File: src/rtl/audio_sample_scheduler_pkg.sv
// Shared types, constants and the PCM-to-PWM sample conversion used by the
// audio sample scheduler.
package audio_pkg;

    typedef logic signed [15:0] pcm_t;
    typedef logic [7:0]         pwm_sample_t;

    // Offset-binary zero: the PWM stage idles here (50% duty, silence).
    localparam pwm_sample_t MIDSCALE = 8'd128;

    typedef enum logic [1:0] {
        IDLE,
        PRIME,
        PLAY
    } sched_state_t;

    // Attenuate by an arithmetic right shift, keep the top byte, then flip
    // its sign bit. XOR with 0x80 is the same as {~v[15], v[14:8]} and maps
    // -32768 -> 0, 0 -> 128, 32767 -> 255.
    function automatic pwm_sample_t pcm_to_pwm(pcm_t pcm, logic [2:0] shift);
        return pwm_sample_t'((pcm >>> shift) >>> 8) ^ MIDSCALE;
    endfunction

endpackage

File: src/rtl/audio_sample_scheduler_fifo.sv
// Small show-ahead synchronous FIFO with occupancy output and a synchronous
// flush. Push is ignored when full and pop is ignored when empty.
module sync_fifo #(
    parameter int WIDTH = 16,
    parameter int DEPTH = 16
) (
    input  logic                     clk,
    input  logic                     reset,
    input  logic                     flush,
    input  logic                     push,
    input  logic                     pop,
    input  logic [WIDTH-1:0]         wr_data,
    output logic [WIDTH-1:0]         rd_data,
    output logic                     full,
    output logic                     empty,
    output logic [$clog2(DEPTH):0]   level
);

    localparam int AW = $clog2(DEPTH);
    localparam logic [AW:0] FULL_LEVEL = (AW+1)'(DEPTH);

    logic [WIDTH-1:0] mem_q [DEPTH];
    logic [AW-1:0]    wr_ptr_q;
    logic [AW-1:0]    rd_ptr_q;
    logic [AW:0]      level_q;
    logic             do_push;
    logic             do_pop;

    assign full    = (level_q == FULL_LEVEL);
    assign empty   = (level_q == '0);
    assign level   = level_q;
    assign rd_data = mem_q[rd_ptr_q];
    assign do_push = push && !full;
    assign do_pop  = pop && !empty;

    // Pointer and occupancy bookkeeping; pointers wrap because DEPTH is a power of two.
    // NOTE: sequential state uses non-blocking assignments so every register samples pre-edge values.
    always_ff @(posedge clk) begin
        if (reset || flush) begin
            wr_ptr_q <= '0;
            rd_ptr_q <= '0;
            level_q  <= '0;
        end else begin
            if (do_push) wr_ptr_q <= wr_ptr_q + AW'(1);
            if (do_pop)  rd_ptr_q <= rd_ptr_q + AW'(1);
            case ({do_push, do_pop})
                2'b10:   level_q <= level_q + (AW+1)'(1);
                2'b01:   level_q <= level_q - (AW+1)'(1);
                default: level_q <= level_q;
            endcase
        end
    end

    // Sample storage written on an accepted push.
    // NOTE: the array has no reset; stale words are never visible because level/pointers gate every read.
    always_ff @(posedge clk) begin
        if (do_push) mem_q[wr_ptr_q] <= wr_data;
    end

endmodule

File: src/rtl/audio_sample_scheduler.sv
// Audio sample scheduler: buffers signed PCM samples, applies volume/mute and
// releases exactly one offset-binary byte to the PWM stage per sample period.
// Start-up priming and underrun hold the output at midscale.
module audio_sample_scheduler #(
    parameter int SAMPLE_DIV  = 2268,
    parameter int FIFO_DEPTH  = 16,
    parameter int PRIME_LEVEL = 8
) (
    input  logic                          clk,
    input  logic                          reset,
    input  logic [15:0]                   s_data,
    input  logic                          s_valid,
    output logic                          s_ready,
    input  logic                          enable,
    input  logic                          mute,
    input  logic [2:0]                    vol_shift,
    output logic [7:0]                    music_data,
    output logic                          sample_tick,
    output logic [15:0]                   underrun_count,
    output logic [$clog2(FIFO_DEPTH):0]   fifo_level
);

    import audio_pkg::*;

    localparam int LVL_W = $clog2(FIFO_DEPTH) + 1;
    localparam int DIV_W = $clog2(SAMPLE_DIV);
    localparam logic [LVL_W-1:0] PRIME_LVL = LVL_W'(PRIME_LEVEL);
    localparam logic [DIV_W-1:0] DIV_LAST  = DIV_W'(SAMPLE_DIV - 1);

    // Divider
    logic [DIV_W-1:0] div_q, div_d;
    logic             tick_int;

    // Control and output registers
    sched_state_t     state_q, state_d;
    pwm_sample_t      music_q, music_d;
    logic             tick_q, tick_d;
    logic [15:0]      underrun_q, underrun_d;

    // FIFO interface
    logic             fifo_push;
    logic             fifo_pop;
    logic             fifo_flush;
    logic             fifo_full;
    logic             fifo_empty;
    logic [15:0]      fifo_rd;
    logic [LVL_W-1:0] fifo_lvl;
    logic             underrun_evt;

    // Full blocks writes even when a pop lands on the same edge.
    assign s_ready    = enable && !fifo_full;
    assign fifo_push  = s_valid && s_ready;
    // Disabling playback discards queued audio on the very next edge.
    assign fifo_flush = !enable;

    assign tick_int     = enable && (div_q == DIV_LAST);
    assign fifo_pop     = (state_q == PLAY) && tick_int && !fifo_empty;
    assign underrun_evt = (state_q == PLAY) && tick_int &&  fifo_empty;

    sync_fifo #(
        .WIDTH (16),
        .DEPTH (FIFO_DEPTH)
    ) u_fifo (
        .clk     (clk),
        .reset   (reset),
        .flush   (fifo_flush),
        .push    (fifo_push),
        .pop     (fifo_pop),
        .wr_data (s_data),
        .rd_data (fifo_rd),
        .full    (fifo_full),
        .empty   (fifo_empty),
        .level   (fifo_lvl)
    );

    // Sample-period divider: free-runs while enabled, parked at zero otherwise.
    // NOTE: every combinational output gets a default first so no path can infer a latch.
    always_comb begin
        div_d = div_q;
        if (!enable) begin
            div_d = '0;
        end else if (tick_int) begin
            div_d = '0;
        end else begin
            div_d = div_q + DIV_W'(1);
        end
    end

    // Playback state machine: prime the FIFO, play, fall back to priming on underrun.
    always_comb begin
        state_d = state_q;
        if (!enable) begin
            state_d = IDLE;
        end else begin
            case (state_q)
                IDLE:    state_d = PRIME;
                PRIME:   if (fifo_lvl >= PRIME_LVL) state_d = PLAY;
                PLAY:    if (underrun_evt) state_d = PRIME;
                default: state_d = IDLE;
            endcase
        end
    end

    // Output sample, tick pulse and underrun counter; volume and mute matter only at pop time.
    always_comb begin
        music_d    = music_q;
        tick_d     = 1'b0;
        underrun_d = underrun_q;
        if (!enable) begin
            music_d = MIDSCALE;
        end else if (fifo_pop) begin
            tick_d  = 1'b1;
            music_d = mute ? MIDSCALE : pcm_to_pwm(fifo_rd, vol_shift);
        end else if (underrun_evt) begin
            music_d = MIDSCALE;
            if (underrun_q != 16'hFFFF) underrun_d = underrun_q + 16'd1;
        end
    end

    // State register for divider, FSM and registered outputs.
    always_ff @(posedge clk) begin
        if (reset) begin
            div_q      <= '0;
            state_q    <= IDLE;
            music_q    <= MIDSCALE;
            tick_q     <= 1'b0;
            underrun_q <= '0;
        end else begin
            div_q      <= div_d;
            state_q    <= state_d;
            music_q    <= music_d;
            tick_q     <= tick_d;
            underrun_q <= underrun_d;
        end
    end

    assign music_data     = music_q;
    assign sample_tick    = tick_q;
    assign underrun_count = underrun_q;
    assign fifo_level     = fifo_lvl;

endmodule

File: config.mk
export PLATFORM = sky130hd
export DESIGN_NAME = audio_sample_scheduler
export DESIGN_NICKNAME = d
export VERILOG_FILES = /design/src/rtl/audio_sample_scheduler_pkg.sv /design/src/rtl/audio_sample_scheduler_fifo.sv /design/src/rtl/audio_sample_scheduler.sv
export SDC_FILE = /design/constraint.sdc
export NUM_CORES = 1
export LEC_CHECK = 0
export ABC_CLOCK_PERIOD_IN_PS = 6110
export CORE_ASPECT_RATIO = 1.1
export CORE_MARGIN = 2
export CORE_UTILIZATION = 55
export CTS_CLUSTER_DIAMETER = 50
export DETAILED_ROUTE_END_ITERATION = 16
export PLACE_DENSITY = 0.83
export RECOVER_POWER = 25
export SYNTH_ARGS = -nofsm -noshare
export SYNTH_HDL_FRONTEND = slang
export SYNTH_SLANG_ARGS = --single-unit
File: constraint.sdc
create_clock -name clk -period 6.11 [get_ports clk]
set_input_delay 1.222 -clock clk [delete_from_list [all_inputs] [get_ports clk]]
set_output_delay 1.222 -clock clk [all_outputs]
set_load 0.02 [all_outputs]
==> results of run 1 <==
==> per-layer routing <==
metal / up-vias / GRT usage, % / part of all wire [%]
li1: 2263 / - / -
met1: 2438 / 26.1 / 40
met2: 204 / 37.9 / 52
met3: 29 / 5.42 / 5.8
met4: 0 / 9.03 / 2.6
met5: - / 0 / 0
==> layout make-up <==
type	count	area (sq um)
clock buffer	18	429
fill	1053	5190
multi-input combinational	355	2790
sequential	184	4970
tap	192	240
timing repair buffer	49	483
inverter	9	33.8
clock inverter	14	146
==> logic make-up (layout without fill, tap and decap cells) <==
kind of cell | count (synthesis) | after routing | synth area share [%]
fa+ha+maj | 11 | 11 | 1.73
simple gates | 190 | 190 | 12.0
flops | 184 | 184 | 62.5
mux | 53 | 53 | 11.5
xor+xnor | 33 | 33 | 3.64
compound gates | 68 | 68 | 6.00
buf+inv | 38 | 90 | 2.64
==> synth_stat cells, types with 2 or more instances <==
library cell / number / area [sq um]
a211o_1: 2 / 17.5
a21boi_0: 2 / 15.0
a21oi_1: 17 / 85.1
a221oi_1: 2 / 17.5
a22o_1: 2 / 17.5
a22oi_1: 9 / 67.6
and2_1: 6 / 37.5
and3_1: 3 / 18.8
and4_1: 4 / 35.0
buf_2: 4 / 20.0
buf_4: 2 / 15.0
buf_6: 5 / 56.3
clkbuf_1: 15 / 56.3
dfxtp_1: 56 / 1120
edfxtp_1: 128 / 3840
ha_1: 11 / 138
inv_1: 9 / 33.8
mux2i_1: 26 / 260
mux4_1: 13 / 342
mux4_2: 14 / 315
nand2_1: 37 / 139
nand2b_1: 7 / 43.8
nand3_1: 20 / 100
nand4_1: 8 / 50.1
nor2_1: 71 / 267
nor2b_1: 2 / 12.5
nor3_1: 9 / 45.0
nor4_1: 2 / 12.5
o211ai_1: 5 / 37.5
o21ai_0: 11 / 55.1
o221ai_1: 2 / 17.5
o22ai_1: 3 / 18.8
or2_1: 4 / 25.0
or3_1: 6 / 37.5
xnor2_1: 10 / 87.6
xor2_1: 23 / 201
==> stage by stage <==
step	hold slack, ps	power [mW]
global route	493	2.54
global placement	444	1.42
detailed placement	452	1.43
finish	463	2.47
CTS	467	2.48
floorplan	430	1.40
==> report_power, final <==
group	switching (mW)	internal (mW)
clock	0.468	0.606
combinational	0.0410	0.0213
sequential	0.00252	1.34
total	0.512	1.96
==> worst max path at each step <==
stage,startpoint,end,slack (ps),depth (start not counted)
after detailed placement,enable,u_fifo.level[4]$_SDFFE_PP0P_,1860,13
after CTS,enable,s_ready,2230,3
after global routing,enable,u_fifo.level[4]$_SDFFE_PP0P_,2020,13
after global placement,enable,u_fifo.level[4]$_SDFFE_PP0P_,1980,13
final,enable,s_ready,2220,3
after floorplan,enable,u_fifo.level[4]$_SDFFE_PP0P_,2070,14
==> flip-flops by register name, indices dropped and copies added (netlist names), named ones only <==
signal	flops
sample_tick	1
u_fifo.wr_ptr_q	4
state_q	2
div_q	12
u_fifo.mem_q	128
music_data	8
u_fifo.level	5
u_fifo.rd_ptr_q	4
underrun_count	16
==> results.md, run 1 <==
* Initial DRT Pass Iterations at 5
* Util after Layout at between 60% and 70%
* DP Area at ~0.0085 sq mm
* Setup CP Type: input pin to output pin
* Nets at around 650
* Setup crit end kind: output pin
* Synthesis-stage register bit count at ~180
* Reg2reg path depth at 12
* Run status: finished, final reports clean
* Final setup fails at 0
* Power Density at 272 mW/mm^2
* Worst Path Max Fanout at 3
* Core area at 0.0143 sq mm
* Detailed Route Iter0 Violations at ~390
* Fin crit share at a little under two thirds
* PortBufs at between 40 and 50
* Async SR Flop Fraction at 0%
* Clock slew seen by the registers of the worst setup and hold paths at approximately 70 ps
* Place WS at between 1500 and 2000 ps
* R2R Setup Slk at ~2700 ps
* Clock Latency Late Sink at about 430 ps
* CTS tree: yes
* Number of routed nets with antenna violations at 0
* Worst clock skew at roughly 13 ps
* WP data required at between 4000 and 5000 ps
* RSZ-0062 raised after global routing: false
* DIE AREA at ~0.015 sq mm
* # clock sinks at approximately 180
* Setup Fix Bufs, Post-CTS at 0
* Vias in the first global route at a little under 5000
* Max Slew Vio Count at 0
* Design Area, Final at ~0.0091 sq mm
* Crit-path cells: clkdlybuf4s50_1, a21boi_0, clkdlybuf4s50_1
* Most used DFF post-synth: edfxtp_1
* Avg Cell Area, Syn at around 14 sq um
* Min-delay src: music_data[4]$_SDFFE_PP0P_
* Die height at ~130 um
* Setup TNS at 0 ps
* Finished Layout Cells at about 800
* # hold bufs at CTS at 0
* Max-cap viol count at 0
* Root buffer cell: clkbuf_16
* Post-route setup slack at about 2200 ps
* Total grt overflow at 0
* Area delta synth->final at 14.3%
* H-tree lvl count at 4
* FP Rows at 46
* First-pass GRT wire length at around 25 mm
* Leak pwr at around 3.0 nW
* Antenna violations before repair at 0
* Gr usage total at a little over a fifth
* Most frequent cells in the layout: 128 x edfxtp_1, 71 x nor2_1, 55 x dfxtp_1, 40 x clkdlybuf4s50_1, 37 x nand2_1
* HPWL after DPL at 10.6 mm
* IO Pins at 55
* Ratio of cells with drive above 1 in the final layout at a little under 10%
* Worst Tran Pin Value at between 900 and 1000 ps
* RR Endpoint: u_fifo.level[4]$_SDFFE_PP0P_
* Fin. Hold Viols at 0
* Min Tclk post-route at about 3900 ps
* Clock tree buffer depth at 2
* DRC Markers at 0
* Yosys cell types at 63
* Hold Path Depth at 1
* Relative max-transition margin at approximately a third
* Fmax at about 260 MHz
* Post-synth EDFFs at between 100 and 150
* Crit-path max cell delay at 660 ps
* RD Place Congestion at between 0.8 and 0.9
* TritonCTS buffer count at 17
* Leading cell type in the layout, fill and taps excluded: edfxtp_1
* Syn. warnings at 0
* VDD IR max at 0.196 mV
* Routed Wire Length at 16.1 mm
* Synthesized Nets at 612
* Worst Path Arrival at 2670 ps
* Die width at about 120 um
* Cells after synthesis at ~580
* Dpl cells at around 800
* Critical Path Start Type: input pin
* Worst R2R Start: u_fifo.level[1]$_SDFFE_PP0P_
* Post-synthesis sequential area ratio at a little over three fifths
* Routed via count at a little under 5000
* Crit path buf inv count at 2
* Initial Util at a little under three fifths
* Mapped cell area at between 0.007 and 0.008 sq mm
* Largest net degree at the start of global routing at 43
* WHS Endpoint: music_data[4]$_SDFFE_PP0P_
* Detailed-route wire length per cell at between 15 and 20 um
* CP top delay family: buffers and inverters
* Resized Gates After CTS at 0
* Crit-path most repeated cell: clkdlybuf4s50_1
* Ant diodes at 0
* Drt via density at 6.01
* HP Class: flip-flop to flip-flop
* Worst path slowest cell: clkdlybuf4s50_1
Power figures use the tool's default switching activity.
==> inputs of run 2 (changes only) <==
Settings changed: ABC_CLOCK_PERIOD_IN_PS 6110 to 3600.
Clock period 6.11 ns to 3.6 ns, I/O delays scaled along.
==> results.md, run 2 (synthesized netlist as in run 1, its figures left out) <==
* Nets at 675
* Worst Path Arrival at ~3400 ps
* Die height at 130 um
* Util after Layout at approximately two thirds
* IO Pins at 55
* # clock sinks at 184
* VDD IR max at approximately 0.28 mV
* Clock slew seen by the registers of the worst setup and hold paths at ~70 ps
* Vias in the first global route at about 4700
* Critical Path Start Type: input pin
* WP data required at slightly below 4000 ps
* Clock tree buffer depth at 2
* Drt via density at slightly below 6
* Area delta synth->final at 16.4%
* Largest Register: u_fifo.mem_q
* Leading cell type in the layout, fill and taps excluded: edfxtp_1
* Worst clock skew at 8.84 ps
* DIE AREA at around 0.015 sq mm
* Clock Latency Late Sink at 440 ps
* Setup CP Type: input pin to flip-flop
* # hold bufs at CTS at 0
* CP startpoint: enable
* WHS at 464 ps
* Initial DRT Pass Iterations at 5
* HP Class: flip-flop to flip-flop
* Total Power at around 4.1 mW
* HPWL after DPL at around 11 mm
* Routed Wire Length at between 15 and 20 mm
* CTS tree: yes
* Ratio of cells with drive above 1 in the final layout at a little over an eighth
* Ant diodes at 0
* Total grt overflow at 0
* Setup crit end kind: flip-flop
* Fin crit share at a little over four fifths
* Routed via count at between 5000 and 6000
* Fmax at 327 MHz
* H-tree lvl count at 4
* First-pass GRT wire length at 25.1 mm
* RSZ-0062 raised after global routing: false
* Setup TNS at 0 ps
* RD Place Congestion at 0.815
* Antenna violations before repair at 0
* Initial Util at 55.7%
* Root buffer cell: clkbuf_16
* PortBufs at between 40 and 50
* Worst R2R Start: div_q[0]$_SDFF_PP0_
* DRC Markers at 0
* Fin. Hold Viols at 0
* Run status: finished, final reports clean
* Largest net degree at the start of global routing at 25
* Die width at 119 um
* Gr usage total at 21.5%
* Worst Path Max Fanout at 4
* Core area at roughly 0.014 sq mm
* Resized Gates After CTS at 0
* Relative max-transition margin at about 50%
* Final setup fails at 0
* Min Tclk post-route at a little over 3000 ps
* FP Rows at 46
* Post-route setup slack at 545 ps
* Max Slew Vio Count at 0
* Leak pwr at ~3.1 nW
* Detailed-route wire length per cell at roughly 19 um
* Detailed Route Iter0 Violations at between 400 and 500
* Most frequent cells in the layout: 128 x edfxtp_1, 71 x nor2_1, 55 x dfxtp_1, 40 x clkdlybuf4s50_1, 37 x nand2_1
* Worst Tran Pin Value at about 750 ps
* Number of routed nets with antenna violations at 0
* TritonCTS buffer count at 17
* Power Density at 447 mW/mm^2
* Setup Fix Bufs, Post-CTS at 0
* Max-cap viol count at 0
* Max reg flops at about 130
* Place WS at about 160 ps
* Min-delay src: music_data[4]$_SDFFE_PP0P_
run 2: changes by cell type in the layout (fill, tap and decap cells not counted), sizes merged:
cell    previous run  this run
buf                3        27
inv               14        17
bufinv             2         0
clkbuf            18        17
run 2: per-stage QoR:
stage	instance area [sq um]	instances
4_1_cts	9250	845
3_5_place_dp	8690	813
3_3_place_gp	8690	813
6_report	9250	845
5_1_grt	9250	845
2_1_floorplan	7950	577
run 2: path summary, 6_finish.rpt:
| check | cells past startpoint | slack [ps] | end |
|---|---|---|---|
| setup / recovery | 13 | 540 | u_fifo.level[4]$_SDFFE_PP0P_ |
| hold / removal | 1 | 460 | music_data[4]$_SDFFE_PP0P_ |
| setup reg to reg | 13 | 600 | u_fifo.level[4]$_SDFFE_PP0P_ |
| hold reg to reg | 1 | 460 | music_data[4]$_SDFFE_PP0P_ |
run 2: per-layer routing:
metal	wire length (um)	track usage, %	vias to the layer above
li1	-	-	2298
met1	6480	26.1	2499
met2	8170	36.5	175
met5	0	0	-
met3	956	5.90	42
met4	500	9.31	0
run 2: cell type report:
cell class | count | area [sq um]
Sequential cell | 184 | 4970
Timing Repair Buffer | 73 | 676
Inverter | 9 | 33.8
Clock inverter | 15 | 135
Multi-Input combinational cell | 355 | 2770
Clock buffer | 17 | 425
Tap cell | 192 | 240
Fill cell | 1031 | 5020
run 2: critical path, stage by stage:
cell and delay [ps]:
clkdlybuf4s50_1 500, and4_1 290, nand4_4 120, nor2_1 180
ha_1 220, xor2_1 200, ha_1 220, o21ai_0 100
a21oi_1 180, a21oi_1 100, xor2_1 150, or3_1 310
a21oi_1 140
run 2: where the power goes:
part           switching (mW)  internal (mW)
logic                  0.0704         0.0398
registers             0.00405           2.27
clock network           0.846          0.912
total                   0.921           3.22
==> inputs of run 3 (changes only) <==
Settings changed: ABC_CLOCK_PERIOD_IN_PS 3600 to 3000.
Clock period 3.6 ns to 3 ns, I/O delays scaled along.
==> results.md, run 3 (synthesized netlist as in run 1, its figures left out) <==
* Run status: finished, final reports clean
* Min-delay src: music_data[4]$_SDFFE_PP0P_
* Design Area, Final at 0.00940 sq mm
* Leak pwr at 3.17 nW
* Clock tree buffer depth at 2
* Largest Register: u_fifo.mem_q
* Ant diodes at 0
* Setup CP Type: flip-flop to flip-flop
* PortBufs at 46
* Most frequent cells in the layout: 128 x edfxtp_1, 71 x nor2_1, 55 x dfxtp_1, 40 x buf_4, 39 x clkdlybuf4s50_1
* Worst clock skew at roughly 9.2 ps
* RSZ-0062 raised after global routing: false
* Fmax at between 300 and 400 MHz
* Busiest grt layer: met2
* Die height at around 130 um
* VDD IR max at between 0.4 and 0.5 mV
* Worst path slowest cell: dfxtp_1
* Initial Util at between 50% and 60%
* Routed Wire Length at 17.1 mm
* Relative max-transition margin at roughly 56%
* Detailed Route Iter0 Violations at 590
* HP Class: flip-flop to flip-flop
* Root buffer cell: clkbuf_16
* RR Endpoint: music_data[0]$_SDFFE_PP0P_
* DRC Markers at 0
* Fin crit share at between 90% and 100%
* # clock sinks at roughly 180
* Reg2reg path depth at 8
* Setup Fix Bufs, Post-CTS at 0
* H-tree lvl count at 4
* Drt via density at roughly 6.0
* Worst Path Max Fanout at 24
* Leading cell type in the layout, fill and taps excluded: edfxtp_1
* Setup crit end kind: flip-flop
* Worst Tran Pin Value at 666 ps
* Worst Path Arrival at around 3200 ps
* GRT met2 Usage at between 30% and 40%
* Nets at between 600 and 700
* # hold bufs at CTS at 0
* Crit-path max cell delay at about 660 ps
* DP Area at around 0.0088 sq mm
* Max Slew Vio Count at 0
* CTS tree: yes
* Fin. Hold Viols at 0
* Finished Layout Cells at approximately 860
* Resized Gates After CTS at 0
* Vias in the first global route at 5096
* WHS Endpoint: music_data[4]$_SDFFE_PP0P_
* Max-cap viol count at 0
* Die width at roughly 120 um
* Core area at between 0.01 and 0.015 sq mm
* Final setup fails at 0
* Largest net degree at the start of global routing at 25
* Util after Layout at around two thirds
* HPWL after DPL at approximately 11 mm
* Min Tclk post-route at 2850 ps
* DIE AREA at approximately 0.015 sq mm
* Max reg flops at around 130
* TritonCTS buffer count at 17
* Hold Path Depth at 1
* Reg area at 0.00497 sq mm
* WP data required at between 3000 and 4000 ps
* Clock slew seen by the registers of the worst setup and hold paths at roughly 70 ps
* Dpl cells at slightly above 800
* Antenna violations before repair at 0
* M1 GR Usage at 28.7%
* RD Place Congestion at 0.859
* Initial DRT Pass Iterations at 5
* Clock Latency Late Sink at around 420 ps
* Routed via count at around 5100
* Multi-input logic area at around 0.0028 sq mm
* Gr usage total at a little under a quarter
* FP Rows at 46
* Number of routed nets with antenna violations at 0
* FILL cells at slightly above 1000
* Area delta synth->final at 18.2%
* Met3 usage at between 5 and 6%
* R2R Setup Slk at between 150 and 200 ps
* IO Pins at 55
* Crit-path cells: buf_12, mux4_1, o211ai_1, o221ai_1, mux2i_1, or2_1, a21oi_1, a211o_1
* First-pass GRT wire length at between 20 and 30 mm
* Ratio of cells with drive above 1 in the final layout at between 10 and 15%
* Total grt overflow at 0
* Detailed-route wire length per cell at 19.9 um
* Power Density at 542 mW/mm^2
* Critical Path Start Type: flip-flop
-- run 3: changes by cell type in the layout (fill, tap and decap cells not counted), sizes merged --
cell	change
clkinv	-3
bufinv	+3
clkdlybuf4s50	-1
dlygate4sd3	+1
inv	-6
buf	+14
clkinvlp	+2
clkbuf	+3
-- run 3: through the flow --
step	total power [mW]	setup slack [ps]	hold WS, ps	setup TNS (ps)
2_1_floorplan	2.84	1.08	430	0
3_3_place_gp	2.91	-146	439	-146
3_5_place_dp	2.92	-237	453	-265
4_1_cts	5.13	164	469	0
5_1_grt	5.23	10.3	494	0
6_report	5.10	150	470	0
-- run 3: layout make-up --
| type | count | share of cell area [%] |
|---|---|---|
| multi-input combinational | 355 | 29.7 |
| tap | 192 | 2.56 |
| inverter | 9 | 0.359 |
| clock inverter | 11 | 1.58 |
| sequential | 184 | 52.8 |
| timing repair buffer | 87 | 8.31 |
| clock buffer | 20 | 4.65 |
-- run 3: routing by layer --
| metal | vias to the layer above | share of wire (%) |
|---|---|---|
| met4 | 0 | 2.3 |
| met1 | 2542 | 42 |
| met5 | - | 0 |
| met3 | 35 | 5.2 |
| met2 | 201 | 50 |
| li1 | 2328 | - |
-- run 3: worst max path at each step --
stage                            startpoint  slack, ps  cells past startpoint                      endpoint
2_1_floorplan  u_fifo.level[1]$_SDFFE_PP0P_          1                     16  u_fifo.level[4]$_SDFFE_PP0P_
3_3_place_gp                         enable       -150                     13  u_fifo.level[4]$_SDFFE_PP0P_
3_5_place_dp                         enable       -240                     13  u_fifo.level[4]$_SDFFE_PP0P_
4_1_cts                           flip-flop        160                      8    music_data[0]$_SDFFE_PP0P_
5_1_grt                              enable         10                     13  u_fifo.level[4]$_SDFFE_PP0P_
6_report                          flip-flop        150                      8    music_data[0]$_SDFFE_PP0P_
-- run 3: critical path: cells and delay by family (launching register included) --
kind / cells / cell delay [ps]
compound gates: 4 / 740
simple gates: 1 / 150
mux: 2 / 890
buf+inv: 1 / 270
flops: 1 / 660
-- run 3: power by group --
part / internal [mW] / switching [mW] / leakage (nW)
registers: 2.72 / 0.00536 / 1.61
logic: 0.0519 / 0.0856 / 1.29
clock network: 1.31 / 0.926 / 0.273
